<file path="config.mk">
export PLATFORM = sky130hd
export DESIGN_NAME = mat_mul_job_sched
export DESIGN_NICKNAME = d
export VERILOG_FILES = /design/src/rtl/mat_mul_job_sched.sv
export SDC_FILE = /design/constraint.sdc
export NUM_CORES = 1
export LEC_CHECK = 0
export BUFFER_PORTS_ARGS = -buffer_cell sky130_fd_sc_hd__buf_2
export CAP_MARGIN = 20
export CELL_PAD_IN_SITES_DETAIL_PLACEMENT = 1
export CELL_PAD_IN_SITES_GLOBAL_PLACEMENT = 1
export CORE_MARGIN = 5
export CORE_UTILIZATION = 18
export DETAILED_ROUTE_END_ITERATION = 8
export PLACE_DENSITY = 0.77
export SETUP_SLACK_MARGIN = 0.2
export SLEW_MARGIN = 20
export SYNTH_ARGS = -nofsm -noshare
export SYNTH_HDL_FRONTEND = slang
export SYNTH_SLANG_ARGS = --single-unit
</file>
<file path="constraint.sdc">
create_clock -name s00_axi_aclk -period 2 [get_ports s00_axi_aclk]
set_input_delay 0.4 -clock s00_axi_aclk [delete_from_list [all_inputs] [get_ports s00_axi_aclk]]
set_output_delay 0.4 -clock s00_axi_aclk [all_outputs]
set_load 0.05 [all_outputs]
</file>
<file path="src/rtl/mat_mul_job_sched.sv">
// Shares one mat_mul engine between two AXI-Stream requesters: round-robin grant,
// forward A then B to the engine, pulse start, then return the results tagged with the owner id.
module mat_mul_job_sched #(
    parameter int DIM_LOG    = 2,
    parameter int SIZE       = (2**DIM_LOG)**2,
    parameter int DATA_WIDTH = 32
) (
    input  logic                  s00_axi_aclk,
    input  logic                  s00_axi_reset,

    input  logic [DATA_WIDTH-1:0] s00_axis_tdata,
    input  logic                  s00_axis_tvalid,
    input  logic                  s00_axis_tlast,
    output logic                  s00_axis_tready,

    input  logic [DATA_WIDTH-1:0] s01_axis_tdata,
    input  logic                  s01_axis_tvalid,
    input  logic                  s01_axis_tlast,
    output logic                  s01_axis_tready,

    output logic [DATA_WIDTH-1:0] eng_axis_tdata,
    output logic                  eng_axis_tvalid,
    output logic                  eng_axis_tlast,
    input  logic                  eng_axis_tready,
    output logic                  eng_sel,
    output logic                  eng_start,

    input  logic [DATA_WIDTH-1:0] eng_res_tdata,
    input  logic                  eng_res_tvalid,
    input  logic                  eng_res_tlast,
    output logic                  eng_res_tready,

    output logic [DATA_WIDTH-1:0] m00_axis_tdata,
    output logic                  m00_axis_tvalid,
    output logic                  m00_axis_tlast,
    output logic                  m00_axis_tid,
    input  logic                  m00_axis_tready,

    output logic                  grant,
    output logic                  busy,
    output logic [1:0]            job_err
);

    localparam int SIZE_LOG = 2 * DIM_LOG;

    typedef enum logic [2:0] {
        IDLE,
        LOAD_A,
        LOAD_B,
        START,
        RESULT
    } state_t;

    state_t                state_q, state_d;
    logic [SIZE_LOG-1:0]   beat_cnt_q, beat_cnt_d;
    logic                  grant_q, grant_d;
    logic                  last_grant_q, last_grant_d;

    logic                  loading;
    logic                  in_result;
    logic                  cnt_last;
    logic                  src_valid;
    logic                  src_last;
    logic [DATA_WIDTH-1:0] src_data;
    logic                  in_hs;
    logic                  res_hs;
    logic                  final_beat;

    always_ff @(posedge s00_axi_aclk) begin
        if (s00_axi_reset) begin
            state_q      <= IDLE;
            beat_cnt_q   <= '0;
            grant_q      <= 1'b0;
            last_grant_q <= 1'b1;
        end else begin
            state_q      <= state_d;
            beat_cnt_q   <= beat_cnt_d;
            grant_q      <= grant_d;
            last_grant_q <= last_grant_d;
        end
    end

    always_comb begin
        state_d      = state_q;
        beat_cnt_d   = beat_cnt_q;
        grant_d      = grant_q;
        last_grant_d = last_grant_q;

        loading   = (state_q == LOAD_A) || (state_q == LOAD_B);
        in_result = (state_q == RESULT);
        cnt_last  = (beat_cnt_q == SIZE_LOG'(SIZE - 1));

        src_valid = grant_q ? s01_axis_tvalid : s00_axis_tvalid;
        src_last  = grant_q ? s01_axis_tlast  : s00_axis_tlast;
        src_data  = grant_q ? s01_axis_tdata  : s00_axis_tdata;

        // Granted stream is a combinational pass-through while loading
        eng_axis_tdata  = src_data;
        eng_axis_tvalid = loading && src_valid;
        eng_axis_tlast  = loading && cnt_last;
        eng_sel         = (state_q == LOAD_B);
        s00_axis_tready = loading && !grant_q && eng_axis_tready;
        s01_axis_tready = loading &&  grant_q && eng_axis_tready;
        in_hs           = eng_axis_tvalid && eng_axis_tready;
        eng_start       = (state_q == START);

        // Requester tlast is only checked, never used for sequencing
        final_beat = (state_q == LOAD_B) && cnt_last;
        job_err    = 2'b00;
        if (in_hs && (src_last != final_beat)) begin
            job_err[grant_q] = 1'b1;
        end

        m00_axis_tdata  = eng_res_tdata;
        m00_axis_tvalid = in_result && eng_res_tvalid;
        m00_axis_tlast  = in_result && eng_res_tlast;
        m00_axis_tid    = grant_q;
        eng_res_tready  = in_result && m00_axis_tready;
        res_hs          = m00_axis_tvalid && m00_axis_tready;

        grant = grant_q;
        busy  = (state_q != IDLE);

        case (state_q)
            IDLE: begin
                if (s00_axis_tvalid || s01_axis_tvalid) begin
                    grant_d    = (s00_axis_tvalid && s01_axis_tvalid) ? !last_grant_q
                                                                       : s01_axis_tvalid;
                    beat_cnt_d = '0;
                    state_d    = LOAD_A;
                end
            end
            LOAD_A: begin
                if (in_hs) begin
                    beat_cnt_d = beat_cnt_q + 1'b1;
                    if (cnt_last) state_d = LOAD_B;
                end
            end
            LOAD_B: begin
                if (in_hs) begin
                    beat_cnt_d = beat_cnt_q + 1'b1;
                    if (cnt_last) state_d = START;
                end
            end
            START: begin
                state_d = RESULT;
            end
            RESULT: begin
                if (res_hs) begin
                    beat_cnt_d = beat_cnt_q + 1'b1;
                    if (cnt_last) begin
                        state_d      = IDLE;
                        last_grant_d = grant_q;
                    end
                end
            end
            default: begin
                state_d = IDLE;
            end
        endcase
    end

endmodule

</file>
# Yosys cells after proc, flatten, opt, wreduce, memory -nomap -nowiden
# Cells that the tools add are included.
dict set report classes {
  n_eq_ne 14
  add_sub_neg 1
  n_reduce_logical 27
  n_lt_le_gt_ge 2
  muxes 19
}
# op n
set ops {}
lappend ops {{$mux W32} 1}
lappend ops {{$mux W3} 7}
lappend ops {{$logic_and A1 B1 Y1} 15}
lappend ops {{$pmux W3 S5} 1}
lappend ops {{$mux W4} 3}
lappend ops {{$pmux W4 S3} 1}
lappend ops {{$ne A2 B1 Y1 const B} 5}
lappend ops {{$reduce_and A7 Y1} 1}
lappend ops {{$eq A3 B2 Y1 const B} 2}
lappend ops {{$ne A2 B2 Y1 const B} 3}
lappend ops {{$reduce_bool A3 Y1} 2}
lappend ops {{$add A4 B1 Y4 const B} 1}
lappend ops {{$eq A4 B4 Y1 const B} 1}
lappend ops {{$mux W1} 4}
lappend ops {{$reduce_and A4 Y1} 1}
lappend ops {{$eq A3 B1 Y1 const B} 1}
lappend ops {{$eq A3 B3 Y1 const B} 1}
lappend ops {{$logic_not A3 Y1} 1}
lappend ops {{$reduce_and A3 Y1} 1}
lappend ops {{$logic_not A1 Y1} 2}
lappend ops {{$logic_or A1 B1 Y1} 2}
lappend ops {{$lt A1 B2 Y1 const B} 1}
lappend ops {{$mux W2} 1}
lappend ops {{$reduce_and A2 Y1} 1}
lappend ops {{other kinds (4)} 4}
dict set report word_totals {
  in_bits 106
  word_cells 67
  regBits 9
}

# Logic depth before layout (Yosys ltp)
dict set report logic_depth {
  ltp_word 6
  mapped_depth 6
}

# Worst setup path before layout
# No wires, ideal clock.
dict set report synth_timing {
  path_kind {register to output}
  start {reg state_q[2]}
  end {out job_err[0]}
  n_path_buf 2
  path_stages_with_launch 7
  slack_ns -1.719
  required_ns 1.600
  t_arrival_ns 3.319
  path_cell_list {dfxtp_1 buf_2 buf_6 nor3b_1 nand2_1 xor2_1 nor3_1}
}
dict set report synth_between {
  elab_chain_cells 6
  word_cells_on_any_way 9
  classes_between {eq/ne: 3; mux: 1; reduce/logical: 5}
}
# item line_no
set synth_lines {}
lappend synth_lines {{start, declared} 54} ;# state_t state_q, state_d;
lappend synth_lines {{start signal, assigned} 76} ;# state_q <= state_d;
lappend synth_lines {{$eq A3 B2 Y1 *} -}
lappend synth_lines {{via eng_sel} 25} ;# output logic eng_sel,
lappend synth_lines {{$logic_or A1 B1 Y1} 89} ;# loading = (state_q == LOAD_A) || (state_q == LOAD_B);
lappend synth_lines {{$logic_and A1 B1 Y1} 99} ;# eng_axis_tvalid = loading && src_valid;
lappend synth_lines {{$logic_and A1 B1 Y1} 104} ;# in_hs = eng_axis_tvalid && eng_axis_tready;
lappend synth_lines {{$logic_and A1 B1 Y1 *} 110} ;# if (in_hs && (src_last != final_beat)) begin
lappend synth_lines {{$mux W2 *} 110}
lappend synth_lines {{end, declared} 41} ;# output logic [1:0] job_err
# Mark *: on every way through the listed nets, which the timed path passes. The rest lies on a longest branch.

# Worst setup path in the final report
dict set report layout_timing {
  start {reg grant_q (netlist: grant)}
  end {out job_err[0]}
}
dict set report layout_between {
  elab_chain_cells 5
  word_cells_on_any_way 12
  classes_between {order compare: 2; eq/ne: 1; mux: 5; reduce/logical: 4}
}
# item line_no
set layout_lines {}
lappend layout_lines {{start, declared} 56} ;# logic grant_q, grant_d;
lappend layout_lines {{start signal, assigned} 78} ;# grant_q <= grant_d;
lappend layout_lines {{$lt A1 B2 Y1 (implied by the code), or another cell as far along} 111} ;# job_err[grant_q] = 1'b1;
lappend layout_lines {{$logic_and A1 B1 Y1, on equally long branches} {111, 99}}
lappend layout_lines {{$mux W1 (implied by the code) or $logic_and A1 B1 Y1 (tied branches)} {111, 104}}
lappend layout_lines {{$demux W1 S1 or $logic_and A1 B1 Y1 (tied branches)} {111, 110}}
lappend layout_lines {{$mux W2 *} 110}
# Every way passes the cells marked *; elsewhere a longest branch is shown, timed or not.

==> impl_metrics.csv <==
group,metric,value,unit
worst_setup_path,cp-end-kind,"output port",
synth,ys_types,39,
synth,synth_area,1290,sq um
clock_tree,cts_tree,"done",
global_route,grt_pass1_vias,1625,
routing,met2_length,2940,um
routing,wl_met3,673,um
worst_setup_path,crit_buf_inv,1,
pwr,clkPwrFrac,12.9,%
sta,fmax,494,MHz
sta,worst_slew_pin_slew,0.392,ns
final_layout,multiInputGateArea,982,sq um
synth,yosysTopAreaCell,"mux2_2",
synth,avgSynthCellArea,8.47,sq um
synth,yosys-top-cells-area,"mux2_2 (29%), buf_4 (19%), dfxtp_1 (14%)",
sta,timing_hold_violations_final,0,
clock_tree,clk_latency,0.24,ns
global_route,grt_usage,12.0,%
floorplan,fp.dieArea,8940,sq um
pwr,p_comb_share,73.9,%
floorplan,die_x,94.6,um
worst_setup_path,cp_max_fo,4,
global_route,grt_max_degree,21,
sta,layout_min_cycle_time,2.02,ns
final_layout,fillers,817,
routing,wl_met1,2090,um
routing,antenna_left,0,
sta,relSlewSlack,73.8,%
placement,post-dp-hpwl,4090,um
worst_setup_path,cp.arrival,1.62,ns
clock_tree,numCtsBuffers,3,
pwr,ir_drop,0.407,mV
synth,yosysSeqAreaShare,14.0,%
synth,postSynth.asyncResetShare,0,%
min_path,hold_path.class,"flip-flop to flip-flop",
run,max_cap_violations,0,
clock_tree,cts.sinks,9,
clock_tree,clk_path_buf_depth,2,
placement,gp_congestion,0.751,
sta,period_share,101,%
outcome,violations,"negative setup slack",
clock_tree,htreeDepth,1,
synth,synth_edf_count,0,
placement,post-place-ws,-0.133,ns
clock_tree,clkTransAtPathRegs,0.05,ns
sta,setup_viol,1,
sta,fin_worst_skew,0.00204,ns
outcome,status,"finished, violations left",
worst_setup_path,start_kind,"flip-flop",
pwr,leakage,1.15,nW
pwr,intPower,0.893,mW
pwr,total_power,1.71,mW
worst_setup_path,cp_top_family,"simple AND/OR/NAND/NOR gates",
floorplan,core,6870,sq um
synth,synthCells,152,
global_route,grt_pass1_wl,8460,um
routing,drc,0,
worst_setup_path,critical_path.cell_chain,"mux2i_4 > or4b_4 > nor3_4 > buf_6",
routing,drt_iter0_markers,30,
floorplan,die_h,94.6,um
synth,syn_nets,259,
routing,drt-total-wl,5750,um
sta,drv_slew,0,
final_layout,fin_util,35.8,%
routing,routed_via_density,4.33,
sta,rsz0062_at_grt,"true",
synth,ys_seq_elements,9,
placement,port_buffers,119,
pwr,seqPwrFrac,13.2,%
floorplan,ioPinCount,184,
final_layout,seqCellArea,195,sq um
global_route,overflow,0,
clock_tree,root_buffer,"clkbuf_8",
final_layout,layout.nets,368,
worst_setup_path,slowest_delay,0.52,ns
synth,synth_top_flop_cell,"dfxtp_1",
routing,wl_per_cell,16.1,um
floorplan,rows,30,
final_layout,syn_to_final_growth,90.9,%
worst_setup_path,cpMaxStageDelayCell,"or4b_4",
final_layout,drive_gt1_share,84.2,%
global_route,antenna_found_initial,0,
floorplan,start_util,18.7,%
routing,vias,1540,
pwr,powerDensity,696,nW/um^2
worst_setup_path,critPathKind,"flip-flop to output port",
synth,synth_top_area_share,28.9,%
worst_setup_path,required,1.60,ns
pwr,sw_frac_of_total,47.8,%
pwr,p_switching,0.818,mW
sta,setup_ws,-0.0234,ns
routing,top_layer,"met4",
synth,ys_warn_count,0,
final_layout,antenna_cells,0,
routing,firstDrtPassIters,4,
layer usage:
layer	track usage, %	vias to the layer above
li1	-	733
met1	13.1	716
met2	22.3	85
met3	4.70	6
met4	2.16	0
met5	0	-
power by group through the flow:
stage	Combinational, mW	Clock [mW]	Sequential, mW
after detailed placement	0.966	0	0.216
after CTS	1.19	0.232	0.225
after floorplan	0.857	0	0.225
final	1.26	0.221	0.226
after global routing	1.34	0.236	0.228
after global placement	0.946	0	0.214
cells in the final DEF (no fill, tap or decap), drive strengths merged, types with 2 or more instances in the layout:
master,count
buf,145
mux2,33
dfxtp,9
nand2,6
clkbuf,6
nor3,6
nor2,5
inv,4
and2,3
nand2b,3
and3,3
nand3,3
o32ai,3
xnor2,2
a21oi,2
a22oi,2
or3,2
nor3b,2
xor2,2
mux2i,2
o21ai,2
per-stage QoR:
stage	TNS, ns	instance area [sq um]	hold WS [ns]	cells
2_1_floorplan	-0.487	1350	0.449	152
5_1_grt	-0.493	2460	0.489	356
3_5_place_dp	-0.175	1860	0.476	338
3_3_place_gp	-0.119	1860	0.467	338
6_report	-0.0234	2460	0.469	356
4_1_cts	-0.0336	2360	0.469	351
Yosys cell counts (all sizes together) (2+ instances only):
master	instances
buf	40
nor2	5
a21oi	2
nand2b	3
or3	2
dfxtp	9
nand2	6
xnor2	2
o32ai	3
nor3b	2
nor3	6
and3	3
xor2	2
clkbuf	3
inv	4
a22oi	2
mux2	33
mux2i	2
nand3	3
o21ai	2
and2	3
logic make-up after synthesis:
| family | synth area share [%] |
|---|---|
| flops | 14.0 |
| buf+inv | 24.3 |
| fa+ha+maj | 0.972 |
| xor+xnor | 2.72 |
| simple gates | 16.3 |
| mux | 30.4 |
| compound gates | 11.3 |
path summary, 6_finish.rpt:
path              slack [ns]          start            end  cells past startpoint
setup / recovery       -0.02          grant     job_err[0]                      4
hold / removal          0.47  beat_cnt_q[0]  beat_cnt_q[0]                      1
setup reg to reg        0.20     state_q[1]     state_q[0]                      7
hold reg to reg         0.47  beat_cnt_q[0]  beat_cnt_q[0]                      1
final cells by class:
type,count,area share [%]
Clock buffer,4,1.83
Inverter,4,0.611
Multi-Input combinational cell,96,40.0
Sequential cell,9,7.94
Tap cell,96,4.89
Timing Repair Buffer,147,44.8
sequential cells by signal (all words and copies together), names as in the netlist:
name	count
grant	1
beat_cnt_q	4
last_grant_q	1
state_q	3
timing repair:
item | CTS | global route
setup buffers | 7 | 4
endpoints found under the setup margin | 45 | 45
pin swaps | 9 | 7
gates resized for setup | 103 | 13
cloned | 2 | 1
hold buffers | 0 | 0
Note: power is estimated with default switching activity, not from simulation.
